==> src/rtl/lc3_multicycle_core.sv <==
// Multi-cycle LC-3 core: FETCH/DECODE/EXEC/MEM over one shared memory port.
// Handshake: mem_req/mem_we/mem_addr/mem_wdata are held from assertion until the cycle mem_ready=1; mem_rdata is sampled at that edge.
module lc3_multicycle_core #(
  parameter int          DATA_W   = 16,
  parameter logic [15:0] RESET_PC = 16'h3000
) (
  input  logic              clk,
  input  logic              rst,
  output logic              mem_req,
  output logic              mem_we,
  output logic [DATA_W-1:0] mem_addr,
  output logic [DATA_W-1:0] mem_wdata,
  input  logic [DATA_W-1:0] mem_rdata,
  input  logic              mem_ready,
  output logic [DATA_W-1:0] pc,
  output logic [2:0]        cc,
  output logic              halted,
  output logic              illegal
);
  typedef enum logic [2:0] {S_FETCH, S_DECODE, S_EXEC, S_MEM, S_HALT} state_t;

  localparam logic [3:0] OP_BR  = 4'h0, OP_ADD = 4'h1, OP_LD  = 4'h2, OP_ST  = 4'h3;
  localparam logic [3:0] OP_JSR = 4'h4, OP_AND = 4'h5, OP_LDR = 4'h6, OP_STR = 4'h7;
  localparam logic [3:0] OP_RTI = 4'h8, OP_NOT = 4'h9, OP_LDI = 4'hA, OP_STI = 4'hB;
  localparam logic [3:0] OP_JMP = 4'hC, OP_RES = 4'hD, OP_LEA = 4'hE, OP_TRAP = 4'hF;
  localparam logic [DATA_W-1:0] ONE = {{(DATA_W-1){1'b0}}, 1'b1};

  state_t            state;
  logic [15:0]       ir;
  logic [DATA_W-1:0] regs [8];
  logic [DATA_W-1:0] sr1_val, sr2_val;

  logic [3:0]        opcode;
  logic [2:0]        dr, wr_dst;
  logic [DATA_W-1:0] imm5, off6, off9, off11;
  logic [DATA_W-1:0] alu_res, next_pc, ea;
  logic              is_mem, is_store, is_illegal, writes_reg, sets_cc;

  function automatic logic [2:0] nzp(input logic [DATA_W-1:0] v);
    if (v[DATA_W-1])  return 3'b100;
    else if (v == '0) return 3'b010;
    else              return 3'b001;
  endfunction

  always_comb begin
    opcode     = ir[15:12];
    dr         = ir[11:9];
    imm5       = DATA_W'($signed(ir[4:0]));
    off6       = DATA_W'($signed(ir[5:0]));
    off9       = DATA_W'($signed(ir[8:0]));
    off11      = DATA_W'($signed(ir[10:0]));
    alu_res    = '0;
    next_pc    = pc;
    ea         = '0;
    is_mem     = 1'b0;
    is_store   = 1'b0;
    is_illegal = 1'b0;
    writes_reg = 1'b0;
    sets_cc    = 1'b0;
    // pc already holds the incremented value here, so every PC-relative form uses it directly
    case (opcode)
      OP_ADD: begin
        alu_res    = sr1_val + (ir[5] ? imm5 : sr2_val);
        writes_reg = 1'b1;
        sets_cc    = 1'b1;
      end
      OP_AND: begin
        alu_res    = sr1_val & (ir[5] ? imm5 : sr2_val);
        writes_reg = 1'b1;
        sets_cc    = 1'b1;
      end
      OP_NOT: begin
        alu_res    = ~sr1_val;
        writes_reg = 1'b1;
        sets_cc    = 1'b1;
      end
      OP_BR:  if ((ir[11:9] & cc) != 3'b000) next_pc = pc + off9;
      OP_JMP: next_pc = sr1_val;
      OP_JSR: begin
        alu_res    = pc;
        writes_reg = 1'b1;
        next_pc    = ir[11] ? pc + off11 : sr1_val;
      end
      OP_LEA: begin
        alu_res    = pc + off9;
        writes_reg = 1'b1;
      end
      OP_LD, OP_ST: begin
        ea       = pc + off9;
        is_mem   = 1'b1;
        is_store = (opcode == OP_ST);
      end
      OP_LDR, OP_STR: begin
        ea       = sr1_val + off6;
        is_mem   = 1'b1;
        is_store = (opcode == OP_STR);
      end
      OP_RTI, OP_LDI, OP_STI, OP_RES: is_illegal = 1'b1;
      default: ;
    endcase
    wr_dst = (opcode == OP_JSR) ? 3'd7 : dr;
  end

  always_ff @(posedge clk) begin
    if (rst) begin
      state     <= S_FETCH;
      pc        <= DATA_W'(RESET_PC);
      ir        <= '0;
      cc        <= 3'b010;
      sr1_val   <= '0;
      sr2_val   <= '0;
      mem_req   <= 1'b0;
      mem_we    <= 1'b0;
      mem_addr  <= '0;
      mem_wdata <= '0;
      halted    <= 1'b0;
      illegal   <= 1'b0;
      for (int i = 0; i < 8; i++) regs[i] <= '0;
    end else begin
      illegal <= 1'b0;
      case (state)
        S_FETCH: begin
          // only the first fetch after reset arrives here without a request already raised
          if (!mem_req) begin
            mem_req  <= 1'b1;
            mem_we   <= 1'b0;
            mem_addr <= pc;
          end else if (mem_ready) begin
            ir      <= mem_rdata[15:0];
            pc      <= pc + ONE;
            mem_req <= 1'b0;
            state   <= S_DECODE;
          end
        end
        S_DECODE: begin
          sr1_val <= regs[ir[8:6]];
          sr2_val <= regs[ir[2:0]];
          illegal <= is_illegal;
          state   <= S_EXEC;
        end
        S_EXEC: begin
          if (opcode == OP_TRAP) begin
            halted <= 1'b1;
            state  <= S_HALT;
          end else if (is_mem) begin
            mem_req   <= 1'b1;
            mem_we    <= is_store;
            mem_addr  <= ea;
            mem_wdata <= regs[dr];
            state     <= S_MEM;
          end else begin
            if (writes_reg) regs[wr_dst] <= alu_res;
            if (sets_cc)    cc <= nzp(alu_res);
            pc       <= next_pc;
            mem_req  <= 1'b1;
            mem_we   <= 1'b0;
            mem_addr <= next_pc;
            state    <= S_FETCH;
          end
        end
        S_MEM: begin
          if (mem_ready) begin
            if (!mem_we) begin
              regs[dr] <= mem_rdata;
              cc       <= nzp(mem_rdata);
            end
            mem_req  <= 1'b1;
            mem_we   <= 1'b0;
            mem_addr <= pc;
            state    <= S_FETCH;
          end
        end
        S_HALT: mem_req <= 1'b0;
        default: state <= S_FETCH;
      endcase
    end
  end
endmodule

==> config.mk <==
export PLATFORM = sky130hd
export DESIGN_NAME = lc3_multicycle_core
export DESIGN_NICKNAME = d
export VERILOG_FILES = /design/src/rtl/lc3_multicycle_core.sv
export SDC_FILE = /design/constraint.sdc
export NUM_CORES = 1
export LEC_CHECK = 0
export ABC_AREA = 0
export CORE_UTILIZATION = 50
export DETAILED_ROUTE_END_ITERATION = 7
export PLACE_DENSITY = 0.65
export SYNTH_ARGS = -nofsm -noshare
export SYNTH_HDL_FRONTEND = slang
export SYNTH_SLANG_ARGS = --single-unit
==> constraint.sdc <==
create_clock -name clk -period 10.6 [get_ports clk]
set_clock_uncertainty 0.15 [all_clocks]
set_input_delay 1.06 -clock clk [delete_from_list [all_inputs] [get_ports clk]]
set_output_delay 1.06 -clock clk [all_outputs]
set_load 0.05 [all_outputs]
==> flow_summary.toml <==
[clock_tree]
clock_path_buffers = 3
worstSkewPairLatency_ns = 0.57
cts.sinks = 234
cts_resized = 0
cts_buffers = 26
cts_root_buf = "clkbuf_16"
clk_pin_slew_ns = 0.06
cts_tree = "done"
post_cts_buffers = 0
cts_hold_buf = 0
h-tree-depth = 1

[critical_path]
r2r_cells = 7
slowest_delay_ns = 0.92
arrival_ns = 4.88
path_cells = "nand3_1, nor2_1, a21oi_1, o31ai_2, nor2b_1, nand4b_1, nand2_1"
path_class = "reg2reg"
worstSetupEndpoint = "regs[6][2]"
crit_path_end_kind = "flip-flop"
ff2ff_setup_slack_ns = 5.77
cp_top_family = "simple AND/OR/NAND/NOR gates"
start_kind = "flip-flop"
r2r_start = "ir[15]"
startpoint = "ir[15]"
cp.depth = 7
critPathRequiredTime_ns = 10.64
worst_path_max_delay_cell = "nand2_1"
r2r_end = "regs[6][2]"
cp.buffers_inverters = 0
worstPathMaxFanout = 18

[pwr]
p_leak_nw = 5.97
pwr_density_cell_nw_per_um2 = 132
peakVddDrop_mv = 0.136
total_power_mw = 2.29

[floorplan]
coreArea_um2 = 30600
io_pins = 74
start_util = 0.507
fp.dieH_um = 178
fp.dieW_um = 178
die-area_um2 = 31700
rows = 64

[sta]
max_clock_freq_mhz = 207
max_slew_margin = 0.275
timing.hold.ws_ns = 0.311
min_period_ns = 4.83
min_period_over_period = 0.456
maxSlewViolCount = 0
setup_viol = 0
rsz0062_at_grt = "no"
finalHoldViolCount = 0
setup_tns_ns = 0
tightest_slew_ns = 1.08
fin_ws_ns = 5.77

[logic_synthesis]
syn-num-nets = 1693
synth-edff-count = 128
syn_avg_cell_area_um2 = 9.59
ys.warnings.count = 0
synth_seq_area_share = 0.385
ys_seq_elements = 234
synth_cell_types = 79
postSynthCellCount = 1618
synthArstFlopShare = 0
synth_top_flop_cell = "edfxtp_1"
syn_area_um2 = 15500

[placed_design]
dp.cells = 1995
port_buffers = 73
place_area_um2 = 16500
hpwl_um = 39000
post-place-ws_ns = 5.69
place_congestion = 0.989

[outcome]
status = "completed"

[route]
firstDrtPassIters = 6
avgViaCountPerCell = 6.71
final_antenna_net_count = 0
drc_errors = 0
num_vias = 13700
wire_per_inst_um = 26.7
finalWirelength_um = 54600
drtIter0Drc = 1693

[grt]
grt_max_degree = 70
grt_overflow = 0
grtUsageTotal = 0.350
grt_pass1_wl_um = 81400
grt_pass1_vias = 13100
antenna_found_initial = 1

[layout]
fin_nets = 1702
diodes = 0
final_cell_mix = "258 x nor2_1, 197 x nand2_1, 128 x edfxtp_1"
fillerInstances = 2733
drive_above_1_share = 0.118
final_common_cell = "nor2_1"
final_util = 0.567
layout.area.seq_um2 = 5970
multi_input_area_um2 = 8980
stdcell_area_um2 = 17400
area_growth_pct = 11.9
finalNonFillerCells = 2042

[min_path]
hold_depth = 2
hold_class = "reg2reg"

[run]
drv_cap = 0
worst register-to-register path, delay by kind of cell (launching register included):
| family | cells | cell delay [ns] |
|---|---|---|
| DFF | 1 | 0.73 |
| and+or+nand+nor | 5 | 2.95 |
| AOI/OAI and AO/OA | 2 | 0.61 |
registers in the layout, indices dropped and copies added, names as in the netlist, 16 cells and up:
| name | count |
|---|---|
| ir | 16 |
| mem_addr | 16 |
| mem_wdata | 16 |
| pc | 16 |
| regs | 128 |
| sr1_val | 16 |
| sr2_val | 16 |
final cells by class:
type                       instances  area share
clock buffer                      41      0.0436
clock inverter                     6     0.00469
inverter                          39     0.00844
multi-input combinational       1227       0.517
sequential                       234       0.344
tap                              396      0.0286
timing repair buffer              99      0.0532
worst min path at each step:
stage	start	to
after floorplan	ir[3]	ir[3]
final	mem_addr[1]	mem_addr[1]
after global placement	mem_addr[1]	mem_addr[1]
after global routing	mem_addr[1]	mem_addr[1]
after CTS	mem_addr[1]	mem_addr[1]
after detailed placement	mem_addr[1]	mem_addr[1]
routing by layer:
metal	share of wire	up-vias	global-route usage
met5	0.00024	-	0
met4	0.063	2	0.197
met3	0.069	189	0.0454
met2	0.48	755	0.587
met1	0.39	6639	0.436
li1	-	6124	-
report_power, final:
part	switching, mW	internal (mW)
Combinational	0.227	0.135
Clock	0.387	0.514
Sequential	0.0400	0.989
Total	0.654	1.64
cell usage after synthesis (all sizes together), types with 19 or more instances:
| master | count | share of area |
|---|---|---|
| nor2 | 260 | 0.063 |
| inv | 38 | 0.0092 |
| xnor2 | 30 | 0.017 |
| clkbuf | 93 | 0.023 |
| nand2 | 197 | 0.048 |
| buf | 25 | 0.0069 |
| ha | 53 | 0.043 |
| o21ai | 97 | 0.032 |
| mux2i | 29 | 0.019 |
| mux4 | 96 | 0.14 |
| a21oi | 80 | 0.026 |
| a221oi | 19 | 0.012 |
| nand2b | 19 | 0.0077 |
| nor3 | 28 | 0.0094 |
| a311oi | 36 | 0.020 |
| a211oi | 40 | 0.019 |
| dfxtp | 106 | 0.14 |
| edfxtp | 128 | 0.25 |
kinds of logic (layout without fill, tap and decap cells):
family	Yosys count	after routing	synth area share
DFF	234	234	0.385
AOI/OAI and AO/OA	412	412	0.183
adders and majority gates	56	56	0.0466
xor gates and xnor gates	39	39	0.0220
muxes	130	130	0.162
buffers and inverters	157	185	0.0388
and+or+nand+nor	590	590	0.163
Power figures use the tool's default switching activity.
